<file path="config.mk">
export PLATFORM = sky130hd
export DESIGN_NAME = window_stream_buffer
export DESIGN_NICKNAME = d
export VERILOG_FILES = /design/src/rtl/window_buffer_pkg.sv /design/src/rtl/line_buffer_ram.sv /design/src/rtl/window_stream_buffer.sv
export SDC_FILE = /design/constraint.sdc
export NUM_CORES = 1
export LEC_CHECK = 0
export BUFFER_PORTS_ARGS = -buffer_cell sky130_fd_sc_hd__buf_2
export CORE_MARGIN = 3
export CORE_UTILIZATION = 55
export DETAILED_ROUTE_END_ITERATION = 8
export PLACE_DENSITY = 0.78
export SETUP_SLACK_MARGIN = 0.1
export SLEW_MARGIN = 20
export SYNTH_ARGS = -nofsm -noshare
export SYNTH_HDL_FRONTEND = slang
export SYNTH_HIERARCHICAL = 1
export SYNTH_SLANG_ARGS = --single-unit
</file>
<file path="constraint.sdc">
create_clock -name clk -period 3.9 [get_ports clk]
set_clock_uncertainty 0.05 [all_clocks]
set_input_delay 0 -clock clk [delete_from_list [all_inputs] [get_ports clk]]
set_output_delay 0 -clock clk [all_outputs]
set_load 0.01 [all_outputs]
</file>
<file path="src/rtl/window_buffer_pkg.sv">
// Shared helpers for the sliding-window stream buffer: log2 sizing,
// counter widths and the flat tap index of a window element.
package window_buffer_pkg;

  localparam int unsigned COORD_Y_W = 16;

  // Ceiling log2; clog2(0) = clog2(1) = 0.
  function automatic int unsigned clog2(input int unsigned n);
    int unsigned r;
    int unsigned v;
    r = 0;
    v = 1;
    while (v < n) begin
      v = v << 1;
      r = r + 1;
    end
    return r;
  endfunction

  // Width of a counter holding 0..n-1, never narrower than one bit.
  function automatic int unsigned cnt_w(input int unsigned n);
    return (clog2(n) < 1) ? 1 : clog2(n);
  endfunction

  function automatic int unsigned col_cnt_w(input int unsigned img_width);
    return cnt_w(img_width);
  endfunction

  function automatic int unsigned row_cnt_w(input int unsigned win_rows);
    return cnt_w(win_rows);
  endfunction

  // Line storage keeps one word in the read register, so the array holds depth-1 words.
  function automatic int unsigned ptr_w(input int unsigned depth);
    return cnt_w((depth > 1) ? depth - 1 : 1);
  endfunction

  // Flat index of tap (r,c): r=0 oldest line, c=0 oldest column.
  function automatic int unsigned tap_index(input int unsigned r, input int unsigned c,
                                            input int unsigned cols);
    return r * cols + c;
  endfunction

endpackage

</file>
<file path="src/rtl/line_buffer_ram.sv">
// Single-port read-before-write line store used as a DEPTH-word delay line.
// The array holds DEPTH-1 words and the registered read port holds the last,
// so a word written on one enabled cycle is presented on rdata right after
// the enabled cycle DEPTH-1 enables later, ready for use on the DEPTH-th.
// Ports: clk; en (access strobe); addr (ring pointer); wdata; rdata (registered).
// No reset: contents are qualified by the owner's row counter.
module line_buffer_ram
  import window_buffer_pkg::*;
#(
  parameter  int unsigned DEPTH = 20,
  parameter  int unsigned WIDTH = 16,
  localparam int unsigned AW    = ptr_w(DEPTH)
) (
  input  logic             clk,
  input  logic             en,
  input  logic [AW-1:0]    addr,
  input  logic [WIDTH-1:0] wdata,
  output logic [WIDTH-1:0] rdata
);

  if (DEPTH > 1) begin : g_array
    logic [WIDTH-1:0] mem [DEPTH-1];

    // Old word is returned while the new one replaces it.
    always_ff @(posedge clk) begin
      if (en) begin
        rdata     <= mem[addr];
        mem[addr] <= wdata;
      end
    end
  end else begin : g_reg
    logic addr_unused;
    assign addr_unused = ^addr;

    // One-pixel lines: the read register alone is the delay line.
    always_ff @(posedge clk) begin
      if (en) rdata <= wdata;
    end
  end

endmodule

</file>
<file path="src/rtl/window_stream_buffer.sv">
// Sliding WIN_ROWS x WIN_COLS window generator for raster pixel streams with
// ready/valid flow control, RAM-backed line history and frame restart on in_sof.
// Ports: clk, rst_n (async, active low); in_valid/in_ready/in_data/in_sof (pixel
// input, in_ready combinational); out_valid/out_ready/out_window (window output,
// tap (r,c) at [(r*WIN_COLS+c)*BITWIDTH +: BITWIDTH], r=0 oldest line).
// Option WINDOW_COORD_EN: adds out_x/out_y, position of the newest tap.
module window_stream_buffer
  import window_buffer_pkg::*;
#(
  parameter  int unsigned BITWIDTH  = 8,
  parameter  int unsigned IMG_WIDTH = 20,
  parameter  int unsigned WIN_ROWS  = 3,
  parameter  int unsigned WIN_COLS  = 3,
  localparam int unsigned COL_W     = col_cnt_w(IMG_WIDTH),
  localparam int unsigned WIN_W     = WIN_ROWS * WIN_COLS * BITWIDTH
) (
  input  logic                clk,
  input  logic                rst_n,
  input  logic                in_valid,
  output logic                in_ready,
  input  logic [BITWIDTH-1:0] in_data,
  input  logic                in_sof,
  output logic                out_valid,
  input  logic                out_ready,
  output logic [WIN_W-1:0]    out_window
`ifdef WINDOW_COORD_EN
  ,
  output logic [COL_W-1:0]     out_x,
  output logic [COORD_Y_W-1:0] out_y
`endif
);

  localparam int unsigned ROW_W    = row_cnt_w(WIN_ROWS);
  localparam int unsigned PTR_W    = ptr_w(IMG_WIDTH);
  localparam int unsigned LINE_W   = (WIN_ROWS - 1) * BITWIDTH;
  localparam int unsigned PTR_LAST = (IMG_WIDTH > 1) ? IMG_WIDTH - 2 : 0;

  logic                accept;
  logic [COL_W-1:0]    col_q;
  logic [COL_W-1:0]    col_c;
  logic [ROW_W-1:0]    row_q;
  logic [ROW_W-1:0]    row_c;
  logic [PTR_W-1:0]    ptr_q;
  logic                line_end_c;
  logic                complete_c;
  logic [LINE_W-1:0]   line_rd;
  logic [LINE_W-1:0]   line_wr;
  logic [BITWIDTH-1:0] new_col [WIN_ROWS];
  logic [BITWIDTH-1:0] win_q   [WIN_ROWS][WIN_COLS];

  assign in_ready = !out_valid || out_ready;
  assign accept   = in_valid && in_ready;

  // Position of the pixel being offered; sof forces the frame origin.
  always_comb begin
    col_c      = in_sof ? '0 : col_q;
    row_c      = in_sof ? '0 : row_q;
    line_end_c = (col_c == COL_W'(IMG_WIDTH - 1));
    complete_c = (row_c == ROW_W'(WIN_ROWS - 1)) && (col_c >= COL_W'(WIN_COLS - 1));
  end

  // Incoming column = older pixels of this column plus the new pixel; the
  // write-back drops the oldest so the word always holds the last lines.
  always_comb begin
    line_wr = '0;
    for (int unsigned r = 0; r < WIN_ROWS - 1; r++) begin
      new_col[r] = line_rd[r*BITWIDTH +: BITWIDTH];
    end
    new_col[WIN_ROWS-1] = in_data;
    for (int unsigned r = 0; r < WIN_ROWS - 1; r++) begin
      line_wr[r*BITWIDTH +: BITWIDTH] = new_col[r+1];
    end
  end

  // The ring pointer is independent of col; the store is a pure IMG_WIDTH-accept delay.
  line_buffer_ram #(
    .DEPTH (IMG_WIDTH),
    .WIDTH (LINE_W)
  ) u_line_buffer_ram (
    .clk   (clk),
    .en    (accept),
    .addr  (ptr_q),
    .wdata (line_wr),
    .rdata (line_rd)
  );

  // Counters, window shift register and output valid.
  always_ff @(posedge clk or negedge rst_n) begin
    if (!rst_n) begin
      col_q     <= '0;
      row_q     <= '0;
      ptr_q     <= '0;
      out_valid <= 1'b0;
      for (int unsigned r = 0; r < WIN_ROWS; r++) begin
        for (int unsigned c = 0; c < WIN_COLS; c++) begin
          win_q[r][c] <= '0;
        end
      end
    end else if (accept) begin
      col_q     <= line_end_c ? '0 : col_c + COL_W'(1);
      row_q     <= (line_end_c && (row_c != ROW_W'(WIN_ROWS - 1))) ? row_c + ROW_W'(1) : row_c;
      ptr_q     <= (ptr_q == PTR_W'(PTR_LAST)) ? '0 : ptr_q + PTR_W'(1);
      out_valid <= complete_c;
      for (int unsigned r = 0; r < WIN_ROWS; r++) begin
        for (int unsigned c = 0; c + 1 < WIN_COLS; c++) begin
          win_q[r][c] <= win_q[r][c+1];
        end
        win_q[r][WIN_COLS-1] <= new_col[r];
      end
    end else if (out_ready) begin
      out_valid <= 1'b0;
    end
  end

  always_comb begin
    out_window = '0;
    for (int unsigned r = 0; r < WIN_ROWS; r++) begin
      for (int unsigned c = 0; c < WIN_COLS; c++) begin
        out_window[tap_index(r, c, WIN_COLS)*BITWIDTH +: BITWIDTH] = win_q[r][c];
      end
    end
  end

`ifdef WINDOW_COORD_EN
  logic [COORD_Y_W-1:0] y_q;
  logic [COORD_Y_W-1:0] y_c;

  assign y_c = in_sof ? '0 : y_q;

  // Full-line count since sof, saturating; captured with the window.
  always_ff @(posedge clk or negedge rst_n) begin
    if (!rst_n) begin
      y_q   <= '0;
      out_x <= '0;
      out_y <= '0;
    end else if (accept) begin
      out_x <= col_c;
      out_y <= y_c;
      y_q   <= (line_end_c && (y_c != '1)) ? y_c + COORD_Y_W'(1) : y_c;
    end
  end
`endif

endmodule

</file>
# Word-level counts from Yosys, hierarchy flattened
# Memories as Yosys holds them, arrays and structs flattened. A register that Yosys moved wholly into a read port is not among the register bits.
# Cells that the tools add are included.
# totals
mem_count,1
in_bits,13
rom_bits,0
output_inout_bits,74
latchBits,0
regBits,85
mem_bits_rw,304
word_cells,37
# classes
bitwise_logic,0
order_cmp,1
addsub,3
reduce_logical,6
multipliers,0
mux,9
n_div,0
n_eq_ne,4
shifts,0
# memory_table
name,depth,width,rd,rd_clocked_by_memory_dff,wr,line,rtl
u_line_buffer_ram.g_array.mem,19,16,1,1,1,line_buffer_ram.sv:22,logic [WIDTH-1:0] mem [DEPTH-1];
# ops
cell,count
$mux W5,3
$add A5 B1 Y5 const B,2
$eq A5 B5 Y1 const B,2
$ge A5 B2 Y1 const B,1
$mux W1,4
$mux W2,2
$logic_and A1 B1 Y1,3
$add A2 B1 Y2 const B,1
$eq A2 B2 Y1 const B,1
$ne A2 B2 Y1 const B,1
$reduce_bool A2 Y1,1
$logic_not A1 Y1,1
$logic_or A1 B1 Y1,1

# Longest topological paths before layout
# Gate-level depths: netlist (run 1).
# depth
word_depth,5
depth_mapped,7
mapped_depth_nobuf,7

# Modules after synthesis
# Netlist (run 1), hierarchy kept.
# by_module_without_submodules
module,seq_area_each_um2,area_per_inst_um2,instances,cells_per_inst
line_buffer_ram,9609.2,12386.9,1,692
window_stream_buffer,2127.0,3442.1,1,385

# Worst setup path after synthesis (run 1)
# No wires, ideal clock.
# synth_path
path_kind,register to register
from,register out_valid
to,memory u_line_buffer_ram.g_array.mem[12][0] (enable)
synth_period_minus_slack_ns,3.223
setup_ns,0.388
arrival_ns,2.784
stages_incl_launch_ff,7
required_ns,3.462
slack_ns,0.677
path_buffers,1
path_cell_list,dfrtp_1 nand2b_1 nand2_1 inv_2 buf_1 or3b_1 nor2_1
# synth_via
elab_chain_cells,5
# synth_lines
element,line,rtl
"start, declared",window_stream_buffer.sv:23,"output logic out_valid,"
"start signal, assigned",window_stream_buffer.sv:103,out_valid <= complete_c;
$logic_not A1 Y1,window_stream_buffer.sv:51,assign in_ready = !out_valid || out_ready;
$logic_or A1 B1 Y1,window_stream_buffer.sv:51,
named net in_ready,window_stream_buffer.sv:20,"output logic in_ready,"
$logic_and A1 B1 Y1,window_stream_buffer.sv:52,assign accept = in_valid && in_ready;
named net accept,window_stream_buffer.sv:38,logic accept;
$mux W1,line_buffer_ram.sv:26,if (en) begin
$mux W1 (implied by the code),line_buffer_ram.sv:28,mem[addr] <= wdata;
"end, declared",line_buffer_ram.sv:22,
# The timed path passes the listed nets, and every way through them passes these cells.

==> results of run 1 <==
-- final timing paths --
kind	slack (ns)	depth (start not counted)	start	end
min in group clk	0.11	5	out_ready	ptr_q[4]
worst max-delay path	1.13	4	ptr_q[0]	u_line_buffer_ram/rdata[8]
max in group asynchronous	3.17	2	rst_n	ptr_q[1]
worst min register to register	0.41	2	u_line_buffer_ram/rdata[4]	out_window[20]
worst min-delay path	0.06	2	rst_n	out_window[48]
worst max register to register	1.13	4	ptr_q[0]	u_line_buffer_ram/rdata[8]
-- synth_stat cells (7+ instances only) --
cell | instances | share of area [%]
clkbuf_1 | 13 | 0.31
o22ai_1 | 50 | 2.0
nor2b_1 | 9 | 0.36
dfrtp_1 | 85 | 13
o21ai_0 | 22 | 0.70
buf_2 | 33 | 1.0
o21ai_1 | 14 | 0.44
mux2_2 | 9 | 0.64
edfxtp_1 | 320 | 61
o31ai_1 | 8 | 0.38
a211oi_1 | 21 | 1.0
nand2_1 | 246 | 5.8
mux2i_1 | 127 | 8.0
nor2_1 | 36 | 0.85
nand3b_1 | 7 | 0.33
-- critical path, cell delays in order, from the launching register on --
cell and delay [ns]:
dfrtp_2 0.98, nand4bb_1 0.83, o22ai_1 0.25, a211oi_1 0.29, o31ai_1 0.11
-- flip-flops by register name (all words and copies together), names as in the netlist --
signal	count
ptr_q	5
out_valid	1
u_line_buffer_ram/g_array.mem	304
col_q	5
row_q	2
u_line_buffer_ram/rdata	16
out_window	72
-- metal layers --
layer	GRT usage [%]	up-vias
met4	6.76	0
met1	32.2	4650
met5	0	-
li1	-	4197
met3	3.37	76
met2	35.2	454
-- cells by family after synthesis --
family,synth area share (%)
adder cells (fa/ha/maj),0.395
XOR/XNOR,0.111
multiplexers,8.96
flip-flops,74.1
buffers and inverters,2.12
AO/OA/AOI/OAI,5.36
AND/OR/NAND/NOR,8.92
-- placed cells by master, fill, tap and decap left out, types with 4 or more instances in the layout --
cell type / Yosys / routed
edfxtp_1: 320 / 320
nand2_1: 246 / 245
mux2i_1: 127 / 127
buf_2: 33 / 85
dfrtp_1: 85 / 83
o22ai_1: 50 / 50
clkbuf_16: 0 / 39
nor2_1: 36 / 36
buf_4: 3 / 27
o21ai_0: 22 / 22
a211oi_1: 21 / 21
o21ai_1: 14 / 14
dlygate4sd3_1: 0 / 12
clkinv_1: 0 / 10
nor2b_1: 9 / 9
mux2_2: 9 / 9
o31ai_1: 8 / 8
nand3b_1: 7 / 7
clkbuf_1: 13 / 7
nand2b_1: 6 / 6
a22oi_1: 6 / 6
nand3_1: 5 / 5
ha_1: 5 / 5
bufinv_16: 0 / 5
inv_1: 4 / 4
a31oi_1: 4 / 4
-- power by group through the flow --
stage          sequential [mW]  clock (mW)  combinational [mW]
6_report                  6.12        3.67                2.53
5_1_grt                   6.20        3.89                2.72
4_1_cts                   6.12        3.72                2.51
3_5_place_dp              6.20           0                2.47
3_3_place_gp              6.16           0                2.42
2_1_floorplan             6.01           0                1.71
-- timing repair --
item	4_1_cts	5_1_grt
setup buffers	0	0
hold buffers	12	0
endpoints found under the hold margin	257	0
-- area by class of cell --
cell class	count	area, um2
Sequential cell	405	11700
Fill cell	1994	10100
Multi-Input combinational cell	609	3760
Clock buffer	46	1000
Timing Repair Buffer	126	779
Tap cell	378	473
Clock inverter	22	236
Inverter	5	20.0
-- through the flow --
stage	cells	area [um2]	setup slack (ns)
after CTS	1591	18000	1.21
final	1591	18000	1.13
after floorplan	1077	15800	0.677
after global routing	1591	18000	1.05
after detailed placement	1511	16600	1.24
after global placement	1511	16600	1.36
==> results.sh, run 1 <==
export IMPL_p_seq_share_pct=49.7
export IMPL_io_pins=87
export IMPL_wl_per_cell_um=21.6
export IMPL_syn_inst=1077
export IMPL_seq_area_frac_synth_pct=74.1
export IMPL_cap_violations=0
export IMPL_synth_area_um2=15800
export IMPL_status="finished clean"
export IMPL_post_route_util_pct=64.1
export IMPL_required_ns=4.10
export IMPL_cts_tree="yes"
export IMPL_dr_max_layer_used="met4"
export IMPL_power_density_nw_per_um2=684
export IMPL_cts_root_buf="clkbuf_16"
export IMPL_p_clk_share_pct=29.8
export IMPL_start_kind="register"
export IMPL_async_reset_ff_share_pct=21.0
export IMPL_drt_iter0_markers=1006
export IMPL_relSlewSlack_pct=31.1
export IMPL_hold_viol=0
export IMPL_finalMaxSlewViolations=0
export IMPL_routed_wl_met3_mm=2.97
export IMPL_p_sw_mw=3.66
export IMPL_synth_seq_cells=405
export IMPL_cts_made_buffers=38
export IMPL_clk_insertion_delay_late_ns=0.52
export IMPL_grt_max_degree=169
export IMPL_critPathKind="register to register"
export IMPL_final_setup_tns_ns=0
export IMPL_fp_dieH_um=176
export IMPL_die_area_um2=30900
export IMPL_wl_met1_mm=14.2
export IMPL_port_buffers=86
export IMPL_grtUsageTotal_pct=22.1
export IMPL_setup_viol=0
export IMPL_arrival_ns=2.97
export IMPL_period_needed_ns=2.77
export IMPL_dr_wl_met2_mm=16.2
export IMPL_whs_ns=0.0621
export IMPL_cts_repair_resized=0
export IMPL_worst_pin_slew_ns=1.03
export IMPL_end_kind="register"
export IMPL_ys_flop_type="edfxtp_1"
export IMPL_ys_warn_count=6
export IMPL_syn2layout_area_growth_pct=13.8
export IMPL_max_freq_mhz=360
export IMPL_grt_setup_unrepaired="no"
export IMPL_grt_pass1_vias=8971
export IMPL_drtPass1Iterations=5
export IMPL_die_width_um=176
export IMPL_clkSinkCount=405
export IMPL_core_um2=28100
export IMPL_antenna_found_initial=0
export IMPL_grt_overflow_total=0
export IMPL_fp_row_count=61
export IMPL_clkSlewWorstSetupHoldPaths_ns=0.06
export IMPL_finalPower_mw=12.3
export IMPL_finalCritPeriodShare_pct=71.1
export IMPL_diodes=0
export IMPL_yosysUniqueCellTypes=49
export IMPL_clk_path_buf_depth=3
export IMPL_worst_path_max_fanout=41
export IMPL_htree_levels=2
export IMPL_internal_power_mw=8.66
export IMPL_syn_nets=1095
export IMPL_max_vdd_ir_drop_v=0.000613
export IMPL_dpl_hpwl_mm=20.6
export IMPL_combPwrFrac_pct=20.6
export IMPL_layout_drive_gt1_share_pct=15.2
export IMPL_routed_via_count=9377
export IMPL_leakagePower_nw=6.94
export IMPL_synth_edf_count=320
export IMPL_drc=0
export IMPL_syn_mean_instance_area_um2=14.7
export IMPL_via_per_inst=5.89
export IMPL_drt_total_wl_mm=34.3
export IMPL_layout_nets=1203
export IMPL_gp_congestion=0.874
export IMPL_drtAntennaViolNets=0
export IMPL_grt_pass1_wl_mm=52.9
export IMPL_switching_share_pct=29.7
export IMPL_initial_utilization_pct=56.4
export IMPL_hp_class="input pin to async pin"
Note: power is estimated with default switching activity, not from simulation.
==> run 2: changes to the inputs <==
--- a/config.mk
+++ b/config.mk
@@ -9,7 +9,7 @@
 export CORE_MARGIN = 3
 export CORE_UTILIZATION = 55
 export DETAILED_ROUTE_END_ITERATION = 8
-export PLACE_DENSITY = 0.78
+export PLACE_DENSITY = 0.81
 export SETUP_SLACK_MARGIN = 0.1
 export SLEW_MARGIN = 20
 export SYNTH_ARGS = -nofsm -noshare
==> constraint.sdc (replaced) <==
create_clock -name clk -period 2.5 [get_ports clk]
set_clock_uncertainty 0.05 [all_clocks]
set_input_delay 0 -clock clk [delete_from_list [all_inputs] [get_ports clk]]
set_output_delay 0 -clock clk [all_outputs]
set_load 0.01 [all_outputs]
==> results.sh, run 2 (same netlist as run 1, synthesis figures left out) <==
export IMPL_grt_pass1_vias=9175
export IMPL_wl_per_cell_um=21.0
export IMPL_antenna_found_initial=0
export IMPL_crit_chain="nor4_2 -> nor2_1 -> o211ai_1 -> dlygate4sd3_1 -> nand2_1 -> dlygate4sd3_1"
export IMPL_diodes=0
export IMPL_required_ns=2.86
export IMPL_clk_path_buf_depth=3
export IMPL_fill_cells=1962
export IMPL_p_clk_share_pct=28.7
export IMPL_setup_viol=0
export IMPL_critPathSlowestCell="dlygate4sd3_1"
export IMPL_grt_setup_unrepaired="no"
export IMPL_grt_pass1_wl_mm=52.8
export IMPL_clkSlewWorstSetupHoldPaths_ns=0.06
export IMPL_internal_power_mw=13.4
export IMPL_drtAntennaViolNets=0
export IMPL_drtPass1Iterations=7
export IMPL_start_kind="register"
export IMPL_largest_register="u_line_buffer_ram/g_array.mem"
export IMPL_p_sw_mw=5.80
export IMPL_gp_congestion=0.821
export IMPL_multi_input_area_um2=3840
export IMPL_cap_violations=0
export IMPL_via_per_inst=5.80
export IMPL_grt_max_degree=84
export IMPL_p_seq_share_pct=49.5
export IMPL_cp_num_cells=6
export IMPL_cp_common_cell="dlygate4sd3_1"
export IMPL_drt_iter0_markers=1010
export IMPL_cpPeakStageDelay_ns=0.56
export IMPL_cts_root_buf="clkbuf_16"
export IMPL_clk_insertion_delay_late_ns=0.53
export IMPL_crit_family="buffers and inverters"
export IMPL_arrival_ns=2.64
export IMPL_dpl_hpwl_mm=21.1
export IMPL_finalPower_mw=19.2
export IMPL_fp_dieH_um=176
export IMPL_clkSinkCount=405
export IMPL_seqCellArea_um2=11700
export IMPL_switching_share_pct=30.2
export IMPL_hold_viol=0
export IMPL_critPathKind="register to register"
export IMPL_drc=0
export IMPL_io_pins=87
export IMPL_worst_pin_slew_ns=0.816
export IMPL_finalCritPeriodShare_pct=91.4
export IMPL_port_buffers=86
export IMPL_final_cell_mix="edfxtp_1, nand2_1, mux2i_1"
export IMPL_hp_class="input pin to async pin"
export IMPL_max_freq_mhz=438
export IMPL_fp_row_count=61
export IMPL_r2r_cells=6
export IMPL_routed_via_count=9383
export IMPL_worst_path_max_fanout=8
export IMPL_die_area_um2=30900
export IMPL_max_vdd_ir_drop_v=0.000554
export IMPL_grt_overflow_total=0
export IMPL_status="finished clean"
export IMPL_combPwrFrac_pct=21.8
export IMPL_htree_levels=2
export IMPL_leakagePower_nw=7.07
export IMPL_initial_utilization_pct=56.4
export IMPL_final_setup_tns_ns=0
export IMPL_drt_total_wl_mm=34.0
export IMPL_die_width_um=176
export IMPL_syn2layout_area_growth_pct=15.6
export IMPL_post_cts_buffers=0
export IMPL_period_needed_ns=2.29
export IMPL_grtUsageTotal_pct=22.1
export IMPL_place_area_um2=17000
export IMPL_finalMaxSlewViolations=0
export IMPL_layout_drive_gt1_share_pct=18.9
export IMPL_relSlewSlack_pct=45.6
export IMPL_final_common_cell="edfxtp_1"
export IMPL_end_kind="register"
export IMPL_largest_reg_flops=304
export IMPL_core_um2=28100
export IMPL_fin_area_um2=18300
export IMPL_layout_nets=1231
export IMPL_cts_tree="yes"
export IMPL_cp_num_buf_inv=2
export IMPL_power_density_nw_per_um2=1050
export IMPL_cts_made_buffers=40
## run 2: changes by cell type in the layout (fill, tap and decap cells not counted), sizes merged
cell / before / now
clkbuf: 46 / 53
dlygate4sd3: 12 / 13
clkinvlp: 2 / 1
buf: 114 / 139
bufinv: 5 / 0
## run 2: layer usage
layer,global-route usage (%),up-vias,share of wire (%)
met5,0,-,0
met4,6.43,0,2.7
met3,4.60,79,8.6
met2,35.2,441,47
met1,31.4,4600,42
li1,-,4263,-
## run 2: cell type report
class	count	area share (%)
clock inverter	16	0.445
timing repair buffer	152	5.60
multi-input combinational	609	21.0
sequential	405	64.2
tap	378	2.59
clock buffer	53	6.07
inverter	5	0.109
## run 2: power groups by stage
stage | Clock (mW) | Combinational, mW | Sequential (mW)
2_1_floorplan | 0 | 2.73 | 9.37
3_3_place_gp | 0 | 3.99 | 9.57
3_5_place_dp | 0 | 4.10 | 9.62
4_1_cts | 5.57 | 4.16 | 9.50
5_1_grt | 5.83 | 4.51 | 9.64
6_report | 5.50 | 4.18 | 9.50
## run 2: worst reg2reg max path, delay by kind of cell, from the launching register on
kind	cells	cell delay, ns
and+or+nand+nor	3	0.37
buffers and inverters	2	1.13
AOI/OAI and AO/OA	1	0.15
DFF	1	0.47
## run 2: worst paths after layout
kind / startpoint / end / slack (ns)
min reg2reg: u_line_buffer_ram/rdata[0] / out_window[16] / 0.39
max in group asynchronous: rst_n / out_window[14] / 1.75
min: rst_n / out_window[61] / 0.03
max reg2reg: col_q[3] / out_valid / 0.21
min in group clk: out_ready / ptr_q[4] / 0.13
max: col_q[3] / out_valid / 0.21
## run 2: metrics by stage
step	worst slack [ns]	hold slack, ns	utilization (%)	cells
global placement	0.396	0.0496	60.4	1536
CTS	0.207	0.0553	65.1	1618
finish	0.215	0.0318	65.1	1618
detailed placement	0.347	0.0603	60.4	1536
global route	0.107	0.108	65.1	1618
floorplan	0.186	-0.346	-	1077
## run 2: repair_timing
action	CTS	global route
hold buffers	13	0
endpoints found under the hold margin	253	0
endpoints found under the setup margin	0	1
resized for setup	0	2
